### config.mk
export PLATFORM = sky130hd
export DESIGN_NAME = serial_adder_ctrl
export DESIGN_NICKNAME = d
export VERILOG_FILES = /design/src/rtl/serial_adder_ctrl_pkg.sv /design/src/rtl/serial_adder_ctrl_full_adder.sv /design/src/rtl/serial_adder_ctrl.sv
export SDC_FILE = /design/constraint.sdc
export NUM_CORES = 1
export LEC_CHECK = 0
export CORE_AREA = 2 2 63 65
export DETAILED_ROUTE_END_ITERATION = 6
export DIE_AREA = 0 0 65 67
export PLACE_DENSITY = 0.76
export SETUP_SLACK_MARGIN = 0.15
export SLEW_MARGIN = 20
export SYNTH_ARGS = -nofsm -noshare
export SYNTH_HDL_FRONTEND = slang
export SYNTH_SLANG_ARGS = --single-unit
### constraint.sdc
create_clock -name clk -period 1.9 [get_ports clk]
set_clock_uncertainty 0.05 [all_clocks]
set_input_delay 0.19 -clock clk [delete_from_list [all_inputs] [get_ports clk]]
set_output_delay 0.19 -clock clk [all_outputs]
set_load 0.05 [all_outputs]
### src/rtl/serial_adder_ctrl_pkg.sv
// Shared definitions for the bit-serial add/subtract controller:
// FSM state encoding and the default operand width.
package serial_adder_ctrl_pkg;

  localparam int DEFAULT_WIDTH = 8;

  typedef enum logic [1:0] {
    ST_IDLE = 2'd0,
    ST_ADD  = 2'd1,
    ST_DONE = 2'd2
  } state_e;

endpackage

### src/rtl/serial_adder_ctrl_full_adder.sv
// One-bit full adder cell; the only combinational adder logic used by the
// serial add/subtract controller.
module Full_Adder (
  input  logic Ain,
  input  logic Bin,
  input  logic Cin,
  output logic S,
  output logic C
);

  logic w_p;

  assign w_p = Ain ^ Bin;
  assign S   = w_p ^ Cin;
  assign C   = (Ain & Bin) | (Cin & w_p);

endmodule

### src/rtl/serial_adder_ctrl.sv
// Bit-serial add/subtract controller: walks one Full_Adder cell across a
// WIDTH-bit operand pair, LSB first, one bit per clock.
module serial_adder_ctrl
  import serial_adder_ctrl_pkg::*;
#(
  parameter int WIDTH = DEFAULT_WIDTH
) (
  input  logic             clk,
  input  logic             rst,
  input  logic             start,
  input  logic             sub,
  input  logic [WIDTH-1:0] a_in,
  input  logic [WIDTH-1:0] b_in,
  output logic             busy,
  output logic             done,
  output logic [WIDTH-1:0] sum,
  output logic             cout,
  output logic             ovf,
  output state_e           o_dbg_state
);

  // Handshake: start is sampled only while busy=0 (IDLE or DONE); the edge
  // that samples it latches sub/a_in/b_in. done pulses for one cycle when
  // sum/cout/ovf are updated, and those outputs hold until the next done.

  localparam int CW = (WIDTH > 1) ? $clog2(WIDTH) : 1;
  localparam logic [CW-1:0] LAST_IDX = CW'(WIDTH - 1);
  localparam logic [CW-1:0] CMSB_IDX = CW'(WIDTH - 2);

  state_e           r_state;
  logic [CW-1:0]    r_cnt;
  logic [WIDTH-1:0] r_a_sr;
  logic [WIDTH-1:0] r_b_sr;
  logic [WIDTH-1:0] r_res_sr;
  logic             r_carry;
  logic             r_cmsb;
  logic             r_busy;
  logic             r_done;
  logic [WIDTH-1:0] r_sum;
  logic             r_cout;
  logic             r_ovf;

  logic             w_s;
  logic             w_c;
  logic             w_accept;

  Full_Adder u_fa (
    .Ain (r_a_sr[0]),
    .Bin (r_b_sr[0]),
    .Cin (r_carry),
    .S   (w_s),
    .C   (w_c)
  );

  assign w_accept = start && ((r_state == ST_IDLE) || (r_state == ST_DONE));

  always_ff @(posedge clk or posedge rst) begin
    if (rst) begin
      r_state  <= ST_IDLE;
      r_cnt    <= '0;
      r_a_sr   <= '0;
      r_b_sr   <= '0;
      r_res_sr <= '0;
      r_carry  <= 1'b0;
      r_cmsb   <= 1'b0;
      r_busy   <= 1'b0;
      r_done   <= 1'b0;
      r_sum    <= '0;
      r_cout   <= 1'b0;
      r_ovf    <= 1'b0;
    end else begin
      r_done <= 1'b0;
      case (r_state)
        ST_IDLE, ST_DONE: begin
          if (w_accept) begin
            // Subtraction is A + ~B + 1: invert B and seed the carry with 1.
            r_state  <= ST_ADD;
            r_a_sr   <= a_in;
            r_b_sr   <= sub ? ~b_in : b_in;
            r_carry  <= sub;
            r_cnt    <= '0;
            r_res_sr <= '0;
            r_busy   <= 1'b1;
          end else begin
            r_state <= ST_IDLE;
          end
        end
        ST_ADD: begin
          r_res_sr <= {w_s, r_res_sr[WIDTH-1:1]};
          r_a_sr   <= {1'b0, r_a_sr[WIDTH-1:1]};
          r_b_sr   <= {1'b0, r_b_sr[WIDTH-1:1]};
          r_carry  <= w_c;
          r_cnt    <= r_cnt + CW'(1);
          if (r_cnt == CMSB_IDX) begin
            r_cmsb <= w_c;
          end
          if (r_cnt == LAST_IDX) begin
            // Signed overflow: carry into MSB differs from carry out of MSB.
            r_state <= ST_DONE;
            r_sum   <= {w_s, r_res_sr[WIDTH-1:1]};
            r_cout  <= w_c;
            r_ovf   <= w_c ^ r_cmsb;
            r_done  <= 1'b1;
            r_busy  <= 1'b0;
          end
        end
        default: begin
          r_state <= ST_IDLE;
          r_busy  <= 1'b0;
        end
      endcase
    end
  end

  assign busy        = r_busy;
  assign done        = r_done;
  assign sum         = r_sum;
  assign cout        = r_cout;
  assign ovf         = r_ovf;
  assign o_dbg_state = r_state;

endmodule

==> results of run 1 <==
==> sequential cells by signal, indices dropped and copies added, names as in the netlist <==
name         count
sum              8
busy             1
r_cmsb           1
r_a_sr           8
r_carry          1
done             1
r_cnt            3
cout             1
r_b_sr           8
ovf              1
r_res_sr         7
o_dbg_state      2
==> placed cells by master, fill, tap and decap left out, drive strengths merged <==
cell,netlist,final
clkdlybuf4s50,0,30
inv,4,4
mux2,10,10
nand3b,1,1
a22oi,8,8
buf,9,7
nor2b,2,2
dlygate4sd2,0,2
o21ai,4,4
a221o,7,7
nand2b,2,2
dfrtp,42,42
o2bb2ai,1,1
nor2,8,8
clkbuf,1,7
xor2,1,1
fa,1,1
clkinv,0,1
nand3,10,10
a22o,10,10
xnor2,8,8
nand2,11,11
dlymetal6s2s,0,1
ha,3,3
==> power breakdown <==
| part | total (uW) | switching (uW) | internal, uW |
|---|---|---|---|
| registers | 1540 | 253 | 1290 |
| logic | 1780 | 1010 | 762 |
| clock network | 568 | 275 | 293 |
==> worst min path at each step <==
stage | to | slack, ns
floorplan | r_a_sr[0] | 0.27
global placement | busy | 0.42
detailed placement | busy | 0.43
CTS | r_res_sr[1] | 0.30
global route | cout | 0.35
finish | cout | 0.28
==> area by class of cell <==
type,count,area (sq um),share of cell area
sequential,42,1050,0.465
timing repair buffer,40,383,0.169
clock inverter,1,5.00,0.00221
clock buffer,7,86.3,0.0382
multi-input combinational,87,659,0.292
inverter,4,15.0,0.00664
tap,48,60.1,0.0266
==> per-layer routing <==
| layer | up-vias | share of wire |
|---|---|---|
| li1 | 578 | - |
| met1 | 627 | 0.42 |
| met2 | 32 | 0.52 |
| met3 | 5 | 0.045 |
| met4 | 0 | 0.011 |
| met5 | - | 0 |
==> stage by stage <==
step                utilization  cells  hold WS, ns  total power (uW)
floorplan                     -    143        0.268              2860
global placement          0.601    221        0.423              3290
detailed placement        0.601    221        0.426              3370
CTS                       0.626    229        0.300              3940
global route              0.627    229        0.350              4170
finish                    0.627    229        0.282              3890
==> cell families (layout without fill, tap and decap cells) <==
logic type,Yosys count,in the layout,share of synthesized area
muxes,10,10,0.0628
and+or+nand+nor,34,34,0.0914
AOI/OAI and AO/OA,30,30,0.137
DFF,42,42,0.586
buffers and inverters,14,52,0.0461
adders and majority gates,4,4,0.0321
xor gates and xnor gates,9,9,0.0440
==> cells in the mapped netlist (2+ instances only) <==
library cell	n
buf_2	6
buf_6	3
dfrtp_1	42
a221o_1	7
ha_1	3
nand2b_1	2
a22oi_1	8
nand2_1	11
nor2_1	7
xnor2_1	8
nand3_1	10
inv_1	4
mux2_2	10
a22o_1	10
o21ai_0	4
==> worst min-delay path, cell delays in order <==
cell and delay [ns]:
clkdlybuf4s50_1 0.40, inv_1 0.05, buf_4 0.43
==> out/metrics.yaml, run 1 <==
hpwlAfterDp_um: 2290
arrival_ns: 1.45
place_ws_ns: 0.250
final_area_sq_mm: 0.00226
cp_top_family: "buffers and inverters"
top_usage_layer: "met2"
ys_seq_area_frac: 0.586
r2r_cells: 5
coreArea_sq_mm: 0.00361
clockRootBuffer: "clkbuf_8"
yosysTopAreaCell: "dfrtp_1"
slew_headroom: 0.660
fillers: 302
first_pass_iters: 4
holdBufCountCts: 0
diodes: 0
viasPerCell: 5.42
grt_use_total: 0.173
num_vias: 1242
yosys.area.top_type_share: 0.586
htree_levels: 2
final_hold_viol_count: 0
ir_worst_vdd_mv: 0.664
cp-endpoint: "sum[1]"
startpoint: "sum[1]"
drive_above_1_share: 0.144
cap_violations: 0
path_depth: 1
power.density_mw_per_mm2: 1720
synthesis.area_sq_mm: 0.00179
grt_overflow: 0
dieArea_sq_mm: 0.00436
clock_path_buffers: 2
hp-class: "input pin to async pin"
synth.distinct_cells: 23
synth.avg_cell_area_sq_um: 12.5
wl_um: 3230
use_met3: 0.0473
grt_pass1_wl_um: 5700
setup_viol: 0
fin_nets: 204
die-height_um: 67
start_util: 0.497
worst_ep_required_time_ns: 1.66
grt_pass1_vias: 1250
synthCells: 143
crit_chain: "clkdlybuf4s50_1"
synth-edff-count: 0
antenna_found_initial: 0
grt_max_degree: 43
rsz0062_at_grt: "false"
syn_to_final_growth_pct: 26.0
rows: 22
power_leakage_uw: 0.00106
place_area_sq_mm: 0.00217
clk_latency_ns: 0.29
r2r-end: "sum[6]"
drc: 0
timing.fmax_mhz: 593
ctsResizeCount: 2
worst_pin_slew_ns: 0.510
pin_count: 34
met2_usage: 0.287
synth.ff_latch_count: 42
cp_slowest_cell: "clkdlybuf4s50_1"
use_met1: 0.220
status: "complete, no violations"
cts.sinks: 42
ys_top_cells_by_area: "dfrtp_1 (59%), mux2_2 (6.3%), a22o_1 (4.9%)"
drv_slew: 0
fin_crit_ns: 1.69
ys.flop_type: "dfrtp_1"
end_kind: "primary output"
crit_buf_inv: 1
die_w_um: 65
wl_per_cell_um: 14.1
clk_pin_slew_worst_paths_ns: 0.08
max_stage_delay_ns: 0.80
setup_ws_ns: 0.214
reg2reg_slack_ns: 0.28
synthArstFlopShare: 1.00
place.gp.congestion: 0.715
crit_path_max_fanout: 2
portBuffers: 33
regToRegStartpoint: "r_cnt[0]"
synth_nets: 167
cts-buffers-inserted: 5
crit_type: "register to primary output"
yosys_warnings: 0
setup_tns_ns: 0
cts_tree: "yes"
fin_crit_sh: 0.888
first_iter_violations: 61
ant_nets: 0
worstSetupStartpointType: "register"
cts_setup_buffers: 0
No activity file was read; power rests on OpenSTA's default activity.
==> run 2: changes to the inputs <==
--- a/config.mk
+++ b/config.mk
@@ -5,10 +5,10 @@
 export SDC_FILE = /design/constraint.sdc
 export NUM_CORES = 1
 export LEC_CHECK = 0
-export CORE_AREA = 2 2 63 65
+export CORE_AREA = 2 2 81 52
 export DETAILED_ROUTE_END_ITERATION = 6
-export DIE_AREA = 0 0 65 67
-export PLACE_DENSITY = 0.76
+export DIE_AREA = 0 0 83 54
+export PLACE_DENSITY = 0.75
 export SETUP_SLACK_MARGIN = 0.15
 export SLEW_MARGIN = 20
 export SYNTH_ARGS = -nofsm -noshare
==> run 2 against run 1 <==
  * Critical path depth unchanged
  * First-iteration DRC count is 25% higher
  * Combinational power about the same
  * Largest power group unchanged
  * Cell count increased by 0.87%
  * Sequential power about the same
==> out/metrics.yaml, run 2 (synthesis gave the netlist of run 1 again) <==
end_kind: "primary output"
crit_path_max_fanout: 2  # unchanged
arrival_ns: 1.47  # +0.02 ns
grt_pass1_wl_um: 5810  # +1.9%
worstSetupStartpointType: "register"
wl_um: 3420  # +5.8%
layout_commonest_cell: "dfrtp_1"
grt_pass1_vias: 1269  # +1.5%
start_util: 0.466  # -0.0317
fin_nets: 204  # unchanged
final_core_util: 0.600  # -0.0266
drv_slew: 0  # unchanged
hpwlAfterDp_um: 2380  # +4.0%
r2r_cells: 5  # unchanged
worst_pin_slew_ns: 0.513  # +0.00278 ns
ir_worst_vdd_mv: 0.806  # +21%
intPower_uw: 2620  # +12%
crit_type: "register to primary output"
reg2reg_slack_ns: 0.24  # -0.04 ns
crit_chain: "clkdlybuf4s50_1"
rows: 18  # -18%
clock_path_buffers: 2  # unchanged
place.gp.congestion: 0.740  # +3.6%
cap_violations: 0  # unchanged
htree_levels: 2  # unchanged
slew_headroom: 0.657  # -0.00293
setup_viol: 0  # unchanged
clockRootBuffer: "clkbuf_8"
portBuffers: 33  # unchanged
first_pass_iters: 4  # unchanged
p_sw_uw: 1590  # +3.3%
hold_slack_ns: 0.284  # +0.00252 ns
max_stage_delay_ns: 0.82  # +0.02 ns
combPwrFrac: 0.429  # -0.028
syn_to_final_growth_pct: 28.9
regToRegStartpoint: "r_cnt[0]"
r2r-end: "sum[7]"
clk_latency_ns: 0.30  # about the same
drc: 0  # unchanged
num_vias: 1212  # -2.4%
cts_tree: "yes"
fin_crit_ns: 1.71  # +0.0233 ns
layout_common_cells: "dfrtp_1 (42), clkdlybuf4s50_1 (31), nand2_1 (11)"
drive_above_1_share: 0.149  # +0.00552
power.density_mw_per_mm2: 1820  # +6.0%
hp-class: "input pin to async pin"
status: "complete, no violations"
antenna_found_initial: 0  # unchanged
die_w_um: 83  # +28%
cts.sinks: 42  # unchanged
cts_setup_buffers: 0  # unchanged
crit_buf_inv: 1  # unchanged
timing.fmax_mhz: 585  # -1.4%
worst_ep_required_time_ns: 1.66  # about the same
ant_nets: 0  # unchanged
dieArea_sq_mm: 0.00448  # +2.9%
setup_tns_ns: 0  # unchanged
diodes: 0  # unchanged
grt_max_degree: 43  # unchanged
grt_use_total: 0.172  # -0.000721
clkPwrFrac: 0.204  # +0.058
swShare: 0.378  # -0.0186
rsz0062_at_grt: "false"
wl_per_cell_um: 14.8  # +4.9%
fin_crit_sh: 0.900  # +0.0123
die-height_um: 54  # -19%
power_leakage_uw: 0.00107  # +0.91%
viasPerCell: 5.25  # -3.3%
clk_pin_slew_worst_paths_ns: 0.08  # about the same
cts-buffers-inserted: 5  # unchanged
first_iter_violations: 76  # +25%
pin_count: 34  # unchanged
cp_top_family: "buffers and inverters"
coreArea_sq_mm: 0.00385  # +6.8%
cp_slowest_cell: "clkdlybuf4s50_1"
seqPwrFrac: 0.367  # -0.030
final_hold_viol_count: 0  # unchanged
grt_overflow: 0  # unchanged
## run 2: cell count changes in the layout (fill, tap and decap cells not counted), sizes merged
cell           previous run  this run
dlymetal6s2s              1         0
clkbuf                    7         6
clkinv                    1         0
bufinv                    0         2
clkdlybuf4s50            30        31
## run 2: final cells by class
class                   count  area (sq um)
well taps                  50          62.6
clock buffers               6          82.6
multi-input cells          87           659
repair buffers             40           380
clock inverters             2          60.1
inverters                   4          15.0
flip-flops and latches     42          1050
fillers                   297          1540
## run 2: timing repair
action                     4_1_cts  5_1_grt
hold buffers                     0        0
setup endpoints to repair        2        0
gates resized for setup          2        0
hold endpoints to repair         0        0
## run 2: power by group through the flow
| stage | clock, uW | sequential, uW | combinational (uW) |
|---|---|---|---|
| finish | 861 | 1550 | 1810 |
| global route | 914 | 1600 | 1960 |
| CTS | 875 | 1550 | 1820 |
| detailed placement | 0 | 1560 | 1820 |
| global placement | 0 | 1540 | 1770 |
| floorplan | 0 | 1920 | 943 |
## run 2: metrics by stage
stage | cells | area, sq um | worst slack, ns | total power (uW)
floorplan | 143 | 1790 | 0.259 | 2860
global placement | 223 | 2170 | 0.310 | 3320
detailed placement | 223 | 2170 | 0.237 | 3390
CTS | 231 | 2310 | 0.188 | 4250
global route | 231 | 2310 | 0.158 | 4470
finish | 231 | 2310 | 0.190 | 4210
## run 2: how the worst max path moves through the flow
stage                  start        end  cells after the start  slack (ns)
floorplan           r_cnt[0]       cout                      5        0.26
global placement         sub  r_b_sr[1]                      4        0.31
detailed placement  r_cnt[0]     sum[7]                      5        0.24
CTS                     busy       busy                      1        0.19
global route            busy       busy                      1        0.16
finish                   ovf        ovf                      1        0.19
## run 2: per-layer routing
| metal | GRT usage | up-vias | wire length [um] | share of wire |
|---|---|---|---|---|
| li1 | - | 581 | - | - |
| met1 | 0.213 | 590 | 1600 | 0.47 |
| met2 | 0.284 | 36 | 1570 | 0.46 |
| met3 | 0.0506 | 5 | 201 | 0.059 |
| met4 | 0.0874 | 0 | 45 | 0.013 |
| met5 | 0 | - | 0 | 0 |
==> run 3: changes to the inputs <==
--- a/config.mk
+++ b/config.mk
@@ -5,10 +5,9 @@
 export SDC_FILE = /design/constraint.sdc
 export NUM_CORES = 1
 export LEC_CHECK = 0
-export CORE_AREA = 2 2 81 52
+export CORE_AREA = 2 2 90 57
 export DETAILED_ROUTE_END_ITERATION = 6
-export DIE_AREA = 0 0 83 54
-export PLACE_DENSITY = 0.75
+export DIE_AREA = 0 0 92 59
 export SETUP_SLACK_MARGIN = 0.15
 export SLEW_MARGIN = 20
 export SYNTH_ARGS = -nofsm -noshare
==> run 3 against run 2 <==
  * Via count grew 2.1%
  * First-iteration DRC count fell by 46%
  * Cell count increased by 5.6%
  * Utilization down 9.1 points
  * Combinational power hardly changed
  * Fmax is 0.13% lower
  * Non-clock buffer count did not move
  * Sequential share of layout area grew 0.27 points
  * Cell area decreased by 0.60%
  * Count of clock-buffer cells in the layout unchanged
  * Flip-flop and latch count unchanged
  * Largest power group unchanged
  * Highest routed layer unchanged
==> out/metrics.yaml, run 3 (synthesis gave the netlist of run 1 again) <==
pin_count: 34  # unchanged
dieArea_sq_mm: 0.00543  # +21%
status: "complete, no violations"
start_util: 0.397  # -0.0686
p_sw_uw: 1610  # +0.88%
layout_commonest_cell: "dfrtp_1"
num_vias: 1237  # +2.1%
swShare: 0.396  # +0.0180
worstSetupStartpointType: "register"
cp_top_family: "buffers and inverters"
reg2reg_slack_ns: 0.23  # about the same
power.density_mw_per_mm2: 1770  # -3.1%
cts-buffers-inserted: 5  # unchanged
fin_nets: 204  # unchanged
ir_worst_vdd_mv: 0.613  # -24%
cts.sinks: 42  # unchanged
htree_levels: 2  # unchanged
wl_um: 3600  # +5.1%
die-height_um: 59  # +9.3%
crit_chain: "clkdlybuf4s50_1"
fin_crit_sh: 0.901  # +0.00120
crit_buf_inv: 1  # unchanged
antenna_found_initial: 0  # unchanged
final_hold_viol_count: 0  # unchanged
first_pass_iters: 4  # unchanged
place.gp.congestion: 0.738  # -0.28%
syn_to_final_growth_pct: 28.1
grt_pass1_vias: 1250  # -1.5%
viasPerCell: 5.07  # -3.4%
combPwrFrac: 0.446  # +0.017
end_kind: "primary output"
coreArea_sq_mm: 0.00452  # +17%
ant_nets: 0  # unchanged
grt_overflow: 0  # unchanged
grt_max_degree: 43  # unchanged
cts_tree: "yes"
r2r_cells: 5  # unchanged
drc: 0  # unchanged
seqPwrFrac: 0.382  # +0.015
drv_slew: 0  # unchanged
clock_path_buffers: 2  # unchanged
holdBufCountCts: 0  # unchanged
drive_above_1_share: 0.144  # -0.00552
hpwlAfterDp_um: 2530  # +6.2%
layout_common_cells: "dfrtp_1 (42), clkdlybuf4s50_1 (30), nand2_1 (11)"
r2r-end: "sum[0]"
rsz0062_at_grt: "false"
clkPwrFrac: 0.172  # -0.032
crit_type: "register to primary output"
regToRegStartpoint: "r_cnt[0]"
die_w_um: 92  # +11%
grt_pass1_wl_um: 6040  # +4.0%
timing.fmax_mhz: 584  # -0.13%
first_iter_violations: 41  # -46%
max_stage_delay_ns: 0.80  # -0.02 ns
setup_viol: 0  # unchanged
clockRootBuffer: "clkbuf_8"
grt_use_total: 0.147  # -0.0254
hold_slack_ns: 0.275  # -0.00969 ns
cp_slowest_cell: "clkdlybuf4s50_1"
clk_pin_slew_worst_paths_ns: 0.09  # about the same
rows: 19  # +1
intPower_uw: 2450  # -6.5%
cap_violations: 0  # unchanged
power_leakage_uw: 0.00106  # -0.83%
portBuffers: 33  # unchanged
arrival_ns: 1.47  # about the same
cts_setup_buffers: 0  # unchanged
hp-class: "input pin to async pin"
worst_ep_required_time_ns: 1.66  # about the same
fin_crit_ns: 1.71  # +0.00227 ns
wl_per_cell_um: 14.7  # -0.46%
setup_tns_ns: 0  # unchanged
clk_latency_ns: 0.30  # about the same
worst_pin_slew_ns: 0.527  # +0.0137 ns
slew_headroom: 0.648  # -0.00862
diodes: 0  # unchanged
crit_path_max_fanout: 2  # unchanged
[run 3: changes by cell type in the layout (fill, tap and decap cells not counted), sizes merged]
cell	delta
dlymetal6s2s	+1
bufinv	-1
clkinvlp	+1
clkdlybuf4s50	-1
[run 3: worst max path at each step]
stage | slack, ns | from | to | cells after the start
after floorplan | 0.26 | r_cnt[0] | cout | 5
after CTS | 0.16 | sum[5] | sum[5] | 1
after global placement | 0.30 | sub | r_b_sr[0] | 4
final | 0.19 | busy | busy | 1
after global routing | 0.16 | sum[4] | sum[4] | 1
after detailed placement | 0.25 | start | r_b_sr[5] | 4
[run 3: metrics by stage]
stage	std cells	area (sq um)	setup slack, ns	power (uW)	utilization
after floorplan	143	1790	0.259	2860	-
after global placement	236	2190	0.298	3320	0.484
after detailed placement	236	2190	0.246	3400	0.484
after CTS	244	2290	0.156	4090	0.508
after global routing	244	2300	0.163	4330	0.509
final	244	2300	0.188	4060	0.509
[run 3: cell type report]
| type | instances | area, sq um |
|---|---|---|
| tap | 63 | 78.8 |
| inverter | 4 | 15.0 |
| fill | 417 | 2220 |
| timing repair buffer | 40 | 383 |
| multi-input combinational | 87 | 659 |
| clock buffer | 6 | 72.6 |
| clock inverter | 2 | 37.5 |
| sequential | 42 | 1050 |
[run 3: power by group through the flow]
stage	logic (uW)	registers, uW	clock network, uW
after floorplan	943	1920	0
after CTS	1830	1550	714
after global routing	1970	1610	747
after detailed placement	1840	1570	0
final	1810	1550	697
after global placement	1780	1550	0
[run 3: repair_timing]
item | in CTS | in global routing
endpoints found under the setup margin | 2 | 1
resized for setup | 2 | 1
endpoints found under the hold margin | 0 | 0
cloned | 0 | 0
[run 3: tightest hold or removal path, delay by kind of cell]
kind,cells,cell delay (ns)
buffers and inverters,3,0.89
[run 3: layer usage]
layer	up-vias	routed length [um]	share of wire	track usage
met5	-	0	0	0
met1	600	1720	0.48	0.196
met2	46	1610	0.45	0.226
li1	582	-	-	-
met4	0	63	0.018	0.0597
met3	9	195	0.054	0.0471
